===== src/rtl/interrupt_controller_pkg.sv =====
`default_nettype none
// ============================================================================
//  Module      : interrupt_controller_pkg
//  Description : Shared definitions for the interrupt controller: FSM state
//                encoding, default flush length and the interrupt vector
//                address used by the fetch stage.
//  Revision    : 1.0 - initial release
// ============================================================================
package interrupt_controller_pkg;

  // Controller FSM state encoding (3-bit, fixed values).
  typedef enum logic [2:0] {
    ST_IDLE    = 3'd0,
    ST_ARM     = 3'd1,
    ST_INJECT  = 3'd2,
    ST_FLUSH   = 3'd3,
    ST_SERVICE = 3'd4
  } state_t;

  // Default number of cycles FlushReq stays high after an injection.
  localparam int c_FLUSH_CYCLES_DEF = 3;

  // Address the fetch stage redirects to when Int is taken in decode.
  localparam logic [31:0] c_INT_VECTOR_ADDR = 32'h0000_0100;

endpackage : interrupt_controller_pkg
`default_nettype wire


===== src/rtl/interrupt_controller_if.sv =====
`default_nettype none
// ============================================================================
//  Module      : interrupt_controller_if
//  Description : Pipeline-side signal bundle of the interrupt controller.
//                master = pipeline / environment, slave = controller.
//                INT_MASK_EN adds the IntEn enable input.
//  Revision    : 1.0 - initial release
// ============================================================================
interface interrupt_controller_if #(
  parameter int PC_WIDTH   = 32,
  parameter int PEND_WIDTH = 2
);

  logic                  IntPin;
  logic                  Stall;
  logic                  CtrlInFlight;
  logic [PC_WIDTH-1:0]   FetchPc;
  logic                  RtiRetire;
`ifdef INT_MASK_EN
  logic                  IntEn;
`endif
  logic                  IntInject;
  logic                  FlushReq;
  logic                  InService;
  logic [PC_WIDTH-1:0]   SavedPc;
  logic [PEND_WIDTH-1:0] PendingCount;

`ifdef INT_MASK_EN
  modport master (
    output IntPin, Stall, CtrlInFlight, FetchPc, RtiRetire, IntEn,
    input  IntInject, FlushReq, InService, SavedPc, PendingCount
  );
  modport slave (
    input  IntPin, Stall, CtrlInFlight, FetchPc, RtiRetire, IntEn,
    output IntInject, FlushReq, InService, SavedPc, PendingCount
  );
`else
  modport master (
    output IntPin, Stall, CtrlInFlight, FetchPc, RtiRetire,
    input  IntInject, FlushReq, InService, SavedPc, PendingCount
  );
  modport slave (
    input  IntPin, Stall, CtrlInFlight, FetchPc, RtiRetire,
    output IntInject, FlushReq, InService, SavedPc, PendingCount
  );
`endif

endinterface : interrupt_controller_if
`default_nettype wire


===== src/rtl/interrupt_controller_int_sync_edge.sv =====
`default_nettype none
// ============================================================================
//  Module      : int_sync_edge
//  Description : SYNC_STAGES-deep synchronizer for the asynchronous interrupt
//                pin followed by a rising-edge detector. o_edge is a
//                single-cycle pulse, SYNC_STAGES cycles after the pin rises.
//  Revision    : 1.0 - initial release
// ============================================================================
module int_sync_edge #(
  parameter int SYNC_STAGES = 2
) (
  input  wire logic Clk,
  input  wire logic Rst,
  input  wire logic i_async,
  output logic      o_edge
);

  logic [SYNC_STAGES-1:0] r_sync;
  logic                   r_prev;

  // Shift the pin through the synchronizer and remember the last synced value.
  always_ff @(posedge Clk) begin
    if (Rst) begin
      r_sync <= '0;
      r_prev <= 1'b0;
    end else begin
      r_sync <= {r_sync[SYNC_STAGES-2:0], i_async};
      r_prev <= r_sync[SYNC_STAGES-1];
    end
  end

  assign o_edge = r_sync[SYNC_STAGES-1] & ~r_prev;

endmodule : int_sync_edge
`default_nettype wire


===== src/rtl/interrupt_controller.sv =====
`default_nettype none
// ============================================================================
//  Module      : interrupt_controller
//  Description : Turns external interrupt pin edges into single-cycle Int
//                injections for decode, captures the return PC, flushes the
//                younger instructions and blocks re-entry until RTI retires.
//                Edges seen while busy are queued in a saturating counter.
//                Optional macro INT_MASK_EN: adds IntEn gating ARM->INJECT.
//  Revision    : 1.0 - initial release
// ============================================================================
module interrupt_controller
  import interrupt_controller_pkg::*;
#(
  parameter int SYNC_STAGES  = 2,
  parameter int PC_WIDTH     = 32,
  parameter int FLUSH_CYCLES = c_FLUSH_CYCLES_DEF,
  parameter int PEND_WIDTH   = 2
) (
  input wire logic              Clk,
  input wire logic              Rst,
  interrupt_controller_if.slave bus
);

  localparam int                    c_FC_W     = (FLUSH_CYCLES > 1) ? $clog2(FLUSH_CYCLES) : 1;
  localparam logic [c_FC_W-1:0]     c_FC_LOAD  = c_FC_W'(FLUSH_CYCLES - 1);
  localparam logic [PEND_WIDTH-1:0] c_PEND_MAX = {PEND_WIDTH{1'b1}};

  state_t                r_state;
  state_t                w_state_nxt;
  logic [c_FC_W-1:0]     r_flush_cnt;
  logic [PEND_WIDTH-1:0] r_pend;
  logic [PC_WIDTH-1:0]   r_saved_pc;
  logic                  w_edge;
  logic                  w_arm_go;
  logic                  w_inject;

  int_sync_edge #(
    .SYNC_STAGES (SYNC_STAGES)
  ) u_sync_edge (
    .Clk     (Clk),
    .Rst     (Rst),
    .i_async (bus.IntPin),
    .o_edge  (w_edge)
  );

  // Injection is only safe when nothing stalls and no control transfer is in ID/EX.
`ifdef INT_MASK_EN
  assign w_arm_go = ~bus.Stall & ~bus.CtrlInFlight & bus.IntEn;
`else
  assign w_arm_go = ~bus.Stall & ~bus.CtrlInFlight;
`endif

  assign w_inject = (r_state == ST_INJECT);

  // State register.
  always_ff @(posedge Clk) begin
    if (Rst) begin
      r_state <= ST_IDLE;
    end else begin
      r_state <= w_state_nxt;
    end
  end

  // Next-state logic; no nesting, so edges outside IDLE only queue up.
  always_comb begin
    w_state_nxt = r_state;
    case (r_state)
      ST_IDLE:    if (r_pend != '0)         w_state_nxt = ST_ARM;
      ST_ARM:     if (w_arm_go)             w_state_nxt = ST_INJECT;
      ST_INJECT:                            w_state_nxt = ST_FLUSH;
      ST_FLUSH:   if (r_flush_cnt == '0)    w_state_nxt = ST_SERVICE;
      ST_SERVICE: if (bus.RtiRetire)        w_state_nxt = ST_IDLE;
      default:                              w_state_nxt = ST_IDLE;
    endcase
  end

  // Flush down-counter: loaded as FLUSH is entered, ends the flush at zero.
  always_ff @(posedge Clk) begin
    if (Rst) begin
      r_flush_cnt <= '0;
    end else if (r_state == ST_INJECT) begin
      r_flush_cnt <= c_FC_LOAD;
    end else if ((r_state == ST_FLUSH) && (r_flush_cnt != '0)) begin
      r_flush_cnt <= r_flush_cnt - 1'b1;
    end
  end

  // Pending counter: saturating +1 per edge, -1 per injection, net 0 if both.
  always_ff @(posedge Clk) begin
    if (Rst) begin
      r_pend <= '0;
    end else if (w_edge && !w_inject) begin
      if (r_pend != c_PEND_MAX) begin
        r_pend <= r_pend + 1'b1;
      end
    end else if (!w_edge && w_inject) begin
      r_pend <= r_pend - 1'b1;
    end
  end

  // Return address is captured during the injection cycle and held until the next one.
  always_ff @(posedge Clk) begin
    if (Rst) begin
      r_saved_pc <= '0;
    end else if (w_inject) begin
      r_saved_pc <= bus.FetchPc;
    end
  end

  assign bus.IntInject    = w_inject;
  assign bus.FlushReq     = (r_state == ST_FLUSH);
  assign bus.InService    = (r_state == ST_SERVICE);
  assign bus.SavedPc      = r_saved_pc;
  assign bus.PendingCount = r_pend;

endmodule : interrupt_controller
`default_nettype wire


===== src/flat_wrapper.sv =====
// flat-port wrapper written by rule: the top's interface ports become plain ports
module interrupt_controller_flat import interrupt_controller_pkg::*;
#(
  parameter int SYNC_STAGES  = 2,
  parameter int PC_WIDTH     = 32,
  parameter int FLUSH_CYCLES = c_FLUSH_CYCLES_DEF,
  parameter int PEND_WIDTH   = 2
)
  (Clk, Rst, bus_IntPin, bus_Stall, bus_CtrlInFlight, bus_FetchPc, bus_RtiRetire, bus_IntInject, bus_FlushReq, bus_InService, bus_SavedPc, bus_PendingCount);
  interrupt_controller_if #(.PC_WIDTH(PC_WIDTH), .PEND_WIDTH(PEND_WIDTH)) bus_i ();
  input wire logic Clk;
  input wire logic Rst;
  input wire logic [$bits(bus_i.IntPin)-1:0] bus_IntPin;
  input wire logic [$bits(bus_i.Stall)-1:0] bus_Stall;
  input wire logic [$bits(bus_i.CtrlInFlight)-1:0] bus_CtrlInFlight;
  input wire logic [$bits(bus_i.FetchPc)-1:0] bus_FetchPc;
  input wire logic [$bits(bus_i.RtiRetire)-1:0] bus_RtiRetire;
  output wire logic [$bits(bus_i.IntInject)-1:0] bus_IntInject;
  output wire logic [$bits(bus_i.FlushReq)-1:0] bus_FlushReq;
  output wire logic [$bits(bus_i.InService)-1:0] bus_InService;
  output wire logic [$bits(bus_i.SavedPc)-1:0] bus_SavedPc;
  output wire logic [$bits(bus_i.PendingCount)-1:0] bus_PendingCount;
  assign bus_i.IntPin = bus_IntPin;
  assign bus_i.Stall = bus_Stall;
  assign bus_i.CtrlInFlight = bus_CtrlInFlight;
  assign bus_i.FetchPc = bus_FetchPc;
  assign bus_i.RtiRetire = bus_RtiRetire;
  assign bus_IntInject = bus_i.IntInject;
  assign bus_FlushReq = bus_i.FlushReq;
  assign bus_InService = bus_i.InService;
  assign bus_SavedPc = bus_i.SavedPc;
  assign bus_PendingCount = bus_i.PendingCount;
  interrupt_controller #(.SYNC_STAGES(SYNC_STAGES), .PC_WIDTH(PC_WIDTH), .FLUSH_CYCLES(FLUSH_CYCLES), .PEND_WIDTH(PEND_WIDTH)) u_core (.Clk(Clk), .Rst(Rst), .bus(bus_i));
endmodule

===== config.mk =====
export PLATFORM = sky130hd
export DESIGN_NAME = interrupt_controller_flat
export DESIGN_NICKNAME = d
export VERILOG_FILES = /design/src/rtl/interrupt_controller_pkg.sv /design/src/rtl/interrupt_controller_if.sv /design/src/rtl/interrupt_controller_int_sync_edge.sv /design/src/rtl/interrupt_controller.sv /design/src/flat_wrapper.sv
export SDC_FILE = /design/constraint.sdc
export NUM_CORES = 1
export LEC_CHECK = 0
export CAP_MARGIN = 20
export CORE_AREA = 4 4 72 74
export DETAILED_ROUTE_END_ITERATION = 16
export DIE_AREA = 0 0 76 78
export GPL_ROUTABILITY_DRIVEN = 0
export MAX_ROUTING_LAYER = met4
export PLACE_DENSITY_LB_ADDON = 0.2
export SYNTH_ARGS = -nofsm -noshare
export SYNTH_HDL_FRONTEND = slang
export SYNTH_SLANG_ARGS = --single-unit

===== constraint.sdc =====
create_clock -name Clk -period 1.45 [get_ports Clk]
set_input_delay 0.2175 -clock Clk [delete_from_list [all_inputs] [get_ports Clk]]
set_output_delay 0.2175 -clock Clk [all_outputs]
set_load 0.02 [all_outputs]

Word-level counts from Yosys, hierarchy flattened

Index checks and enable logic that the tools add are counted.

Add/sub/neg operators: 3
Equal/unequal tests: 10
Reduce and logical (&&, ||, !) cells: 14
Bitwise operators: 5
Muxes and demuxes: 10

Operator list:

| kind                                                | number |
|---|---|
| case mux 3 bit (5 select lines)                     | 1 |
| two-way mux 3 bit                                   | 4 |
| two-way mux 2 bit                                   | 5 |
| nonzero test 2 bit                                  | 4 |
| equality test 3 x 2 -> 1 bit, second input constant | 2 |
| != test 2 x 1 -> 1 bit, second input constant       | 3 |
| != test 2 bit, second input constant                | 3 |
| AND reduction 4 bit                                 | 1 |
| subtractor 2 x 1 -> 2 bit, second input constant    | 2 |
| equality test 3 x 1 -> 1 bit, second input constant | 1 |
| equality test 3 bit, second input constant          | 1 |
| logical AND 1 bit                                   | 3 |
| logical NOT 3 bit                                   | 1 |
| NOT 1 bit                                           | 3 |
| adder 2 x 1 -> 2 bit, second input constant         | 1 |
| bitwise AND 1 bit                                   | 2 |
| logical NOT 1 bit                                   | 2 |
| logical NOT 2 bit                                   | 1 |
| AND reduction 2 bit                                 | 1 |
| OR reduction 2 bit                                  | 1 |

Word-level logic and storage cells: 49
Register bits: 42
Input bits: 38
Output and inout port bits: 37

Logic depth before layout (Yosys ltp)

Depth after elaboration: 6
Depth in mapped cells: 6
Gate-level depth less buffers: 5

Modules after synthesis

A second synthesis with hierarchy kept.

Cell total of the unflattened synthesis: 195
Area, all modules: 1554.0 sq um

Modules (own cells, without submodules):

| module               | times used | seq. area each (sq um) | area each (sq um) | cells an instance |
|---|---|---|---|---|
| interrupt_controller | 1          | 780.7                  | 1466.4            | 188 |
| int_sync_edge        | 1          | 60.1                   | 87.6              | 7 |

Least setup slack after synthesis

Ideal clock, no wire load.

Path kind: register -> register
Start: register u_core.r_state[0]
End: register u_core.r_pend[1] (netlist: u_core.bus.PendingCount[1])
Data required time: 1358 ps
Period minus slack after synthesis: 1416 ps
Stages on the path, launching flop included: 6
Library setup time: 92 ps
Buffers on the path: 2
Path slack: 34 ps
Arrival time: 1324 ps
Cells stage by stage: dfxtp_1 -> buf_2 -> or3b_1 -> buf_6 -> o21a_1 -> nor4_1

Word-level cells in the longest chain between the ends: 5
Elaborated cells between the ends (all ways): 8
Classes of those cells: 2 x eq/ne; 1 x mux; 5 x reduce/logical

Ends and longest elaborated chain:

| item                                                          | line                       | source |
|---|---|---|
| start, declared                                               | interrupt_controller.sv:28 | `state_t r_state;` |
| start signal, assigned                                        | interrupt_controller.sv:60 | `r_state <= w_state_nxt;` |
| equality test 3 x 2 -> 1 bit *                                | interrupt_controller.sv:53 | `assign w_inject = (r_state == ST_INJECT);` |
| logical NOT 1 bit                                             | interrupt_controller.sv:92 | `end else if (w_edge && !w_inject) begin` |
| logical AND 1 bit                                             | interrupt_controller.sv:92 |  |
| != test 2 bit (no line) or nonzero test 2 bit (tied branches) | n/a                        |  |
| AND reduction 2 bit (no line)                                 | n/a                        |  |
| end signal, assigned                                          | interrupt_controller.sv:94 | `r_pend <= r_pend + 1'b1;` |
| end signal, assigned                                          | interrupt_controller.sv:97 | `r_pend <= r_pend - 1'b1;` |
| end, declared                                                 | interrupt_controller.sv:31 | `logic [PEND_WIDTH-1:0] r_pend;` |

Every way passes the cells marked *; elsewhere a longest branch is shown, timed or not.
A chain may end at the register's enable or synchronous reset.

Final worst setup path

Same ends and word-level chain as after synthesis.

==> results.txt <==
Of the total power, registers draw 47.5%. In this run the vertical extent of the chip is 78 um. The H-tree level count is 2. Number of endpoints failing setup at the final stage: 1. During synthesis, Yosys emitted a total of 0 warnings. In this run the power spent charging and discharging nets is 640 uW. The hold path startpoint was u_core.u_sync_edge.r_sync[0]. Entering global routing, the biggest net connects 38 pins. The run gives 0 as the number of max-slew violations in the final report. In this run the power density over the cells is 1020 mW/mm2. TritonCTS built the clock tree. Shortest period the worst path allows: 1.47 ns.

The maximum count of clock buffers along a single path was 2. The worst slew margin relative to its limit was 75.1%. The number of nets produced by synthesis was 233; the die span in x was 76 um.

For this design the static power due to leakage is 1.20 nW. Derived from the worst setup path, the maximum achievable clock frequency is 683 MHz. The layout overhead on the synthesized area was 61.4%; the count of vias placed by the detailed router was 1507.

The number of antenna violations at the first check in global routing was 0. The synthesized netlist contains 28 unique library cells. The run gives 0.29 ns as the clock latency of the later-clocked register in the worst-skew pair. Setup repair after global routing could not meet its margin everywhere. The floorplan has 25 rows.

The category of the worst setup path capture point was a flop. The run gives 75 as the number of I/O pins. The total of buffers placed on input and output ports is 74, and the number of hold buffers added after CTS is 0. The run finished, with violations left.

The largest total area in the synthesized netlist belongs to dfxtp_1. Clock slew at the register clock pins of the worst setup and hold paths: 0.08 ns. The tools report the launching point of the worst reg2reg path as u_core.r_state[0]. The path class of the tightest hold or removal check is flop to flop. The critical path in this run is classified as flop to flop. The fraction of final layout cells sized beyond drive strength 1 was 11.6%. Once detail routing completed, the nets flagged for antenna violations numbered 0. The count of maximum capacitance violations was 0. The final worst slack came out at -0.0150 ns. The final reports fail on negative setup slack.

The setup total negative slack came out at -0.0150 ns. Across every metal layer, demand over resource in global routing totals 13.8%. At the end of the flow, the number of nets in the layout was 315. Synthesis produced a netlist whose cell count is 194. In the layout the commonest cells are 64 x nand2_1, 41 x dfxtp_1, 37 x clkdlybuf4s50_1, 35 x a21oi_1, 26 x dlygate4sd2_1.

After layout, the worst path uses 101% of the clock period. After detailed routing, the number of vias per cell comes to 4.55. The initial utilization of the core area, before any placement, comes to 34.5%. Total internal power: 1.96 mW. The wire-length estimate of the detail-placed layout is 2780 um.

The overflow left after global routing came out at 0. For the hold violation count in the final report, the log shows 0. Startpoint type of the worst setup path: a flop. Layout filler cell count: 434.

The logs give 34.5% for the power share of the clock group and 4 for the number of iterations in the first detailed-routing pass. Source of the critical timing path: u_core.r_state[0]. The tools report the root cell of the clock tree as clkbuf_8.

Of the post-synthesis cell area, the dominant cell type holds 53.0%. For the combinational share of power, the log shows 18.0%. In the post-synthesis netlist, the biggest area contributors are dfxtp_1 53%, nand2_1 15%, a21oi_1 11%, nor2b_1 2.4%, clkbuf_1 1.9%.

The tools report the number of clock sinks as 42. 0 antenna diodes ended up in the layout. STA puts the critical path data required time at 1.65 ns. The tools report the DRC marker count from the first detailed-route iteration as 51. The transition at the pin with the smallest max-transition slack was 0.372 ns. Leaving out fill and tap cells, the most frequent cell in the layout is nand2_1. In this run, CTS created clock tree buffers numbering 5. The average wire per standard cell is 11.9 um, and the post-route clock skew is 0.00134 ns. At the worst endpoint, the arrival time is 1.66 ns. In this run the standard cell core region covers 0.00460 mm2. Wires add up to 3920 um. The die covers 0.00593 mm2. The fraction of power spent switching nets is 24.6%.

Via count of the first global-routing pass: 1381. On the final layout, the worst hold slack is 0.441 ns. Worst supply voltage drop on vdd: 0.700 mV. In the routed design, unresolved DRC markers number 0.

For this run, the register share of the synthesized area comes to 53.0%. Along the worst path, the maximum fanout reaches 37. The mean instance size in the synthesized netlist is 8.17 um2, and the wire length of the first global-routing pass is 6500 um.

The synthesized design contains 42 register bits. The netlist area before placement was 0.00159 mm2. For the overall power of the completed layout, the log shows 2.60 mW.
state kept, by name (all words and copies together), names as in the netlist:
signal                     flops
u_core.bus.SavedPc            32
u_core.r_state                 3
u_core.bus.PendingCount        2
u_core.r_flush_cnt             2
u_core.u_sync_edge.r_sync      2
u_core.u_sync_edge.r_prev      1
layer usage:
metal,track usage [%],vias to the layer above,wire [um]
li1,-,799,-
met3,4.52,2,190
met4,4.80,0,29
met1,15.7,672,1740
met2,22.5,34,1970
met5,-,-,0
through the flow:
step	cells	area (um2)	setup WS, ns	util, %
2_1_floorplan	194	1590	0.0339	-
3_3_place_gp	323	2440	-0.160	53.0
3_5_place_dp	323	2440	-0.146	53.0
4_1_cts	331	2500	-0.0591	54.4
5_1_grt	331	2560	-0.0419	55.6
6_report	331	2560	-0.0150	55.6
worst max-delay path, cell delays in order, from the launching register on:
cell and delay [ns]:
dfxtp_2 0.33, or3b_4 0.43, buf_12 0.19, o21a_1 0.19, nor4_1 0.23
cell families (layout without fill, tap and decap cells):
kind of cell / Yosys count / in the layout / synth area share, %
buffers and inverters: 17 / 100 / 4.81
XOR/XNOR: 1 / 1 / 0.553
flip-flops: 42 / 42 / 53.0
AND/OR/NAND/NOR: 89 / 89 / 24.9
multiplexers: 2 / 2 / 1.34
AO/OA/AOI/OAI: 42 / 42 / 14.5
adder cells (fa/ha/maj): 1 / 1 / 0.789
final timing paths:
path	endpoint	slack, ns	cells after the start
setup / recovery	u_core.bus.PendingCount[1]	-0.02	4
hold / removal	u_core.u_sync_edge.r_sync[1]	0.44	1
setup reg to reg	u_core.bus.PendingCount[1]	-0.02	4
hold reg to reg	u_core.u_sync_edge.r_sync[1]	0.44	1
power by group through the flow:
stage	logic, mW	registers [mW]	clock network [mW]
after floorplan	0.170	1.31	0
after global placement	0.474	1.26	0
after detailed placement	0.475	1.26	0
after CTS	0.456	1.23	0.929
after global routing	0.510	1.24	0.973
final	0.467	1.23	0.898
synthesized netlist by cell type:
master,instances
nand2_1,64
dfxtp_1,42
a21oi_1,35
clkbuf_1,8
nor2b_1,6
nor2_1,5
buf_2,4
inv_1,4
nand2b_1,3
nor4_1,3
and2_1,2
nor4b_1,2
a2111oi_0,1
a211oi_1,1
a22o_1,1
a32oi_1,1
and3_1,1
buf_6,1
ha_1,1
mux2_2,1
mux2i_1,1
nor3b_1,1
o21a_1,1
o21ai_0,1
o2bb2ai_1,1
or3b_1,1
or3b_2,1
xnor2_1,1
cell type report:
type | count | area (um2) | area share (%)
inverter | 4 | 17.5 | 0.685
clock buffer | 5 | 68.8 | 2.69
multi-input combinational | 135 | 682 | 26.7
clock inverter | 3 | 40.0 | 1.56
tap | 54 | 67.6 | 2.64
sequential | 42 | 842 | 32.9
timing repair buffer | 88 | 841 | 32.9
timing repair:
item,in CTS,in global routing
endpoints found under the hold margin,0,0
cloned,0,0
buffers inserted,0,0
setup endpoints to repair,31,45
pin swaps,0,1
gates resized for setup,40,20
No activity file was read; power rests on OpenSTA's default activity.
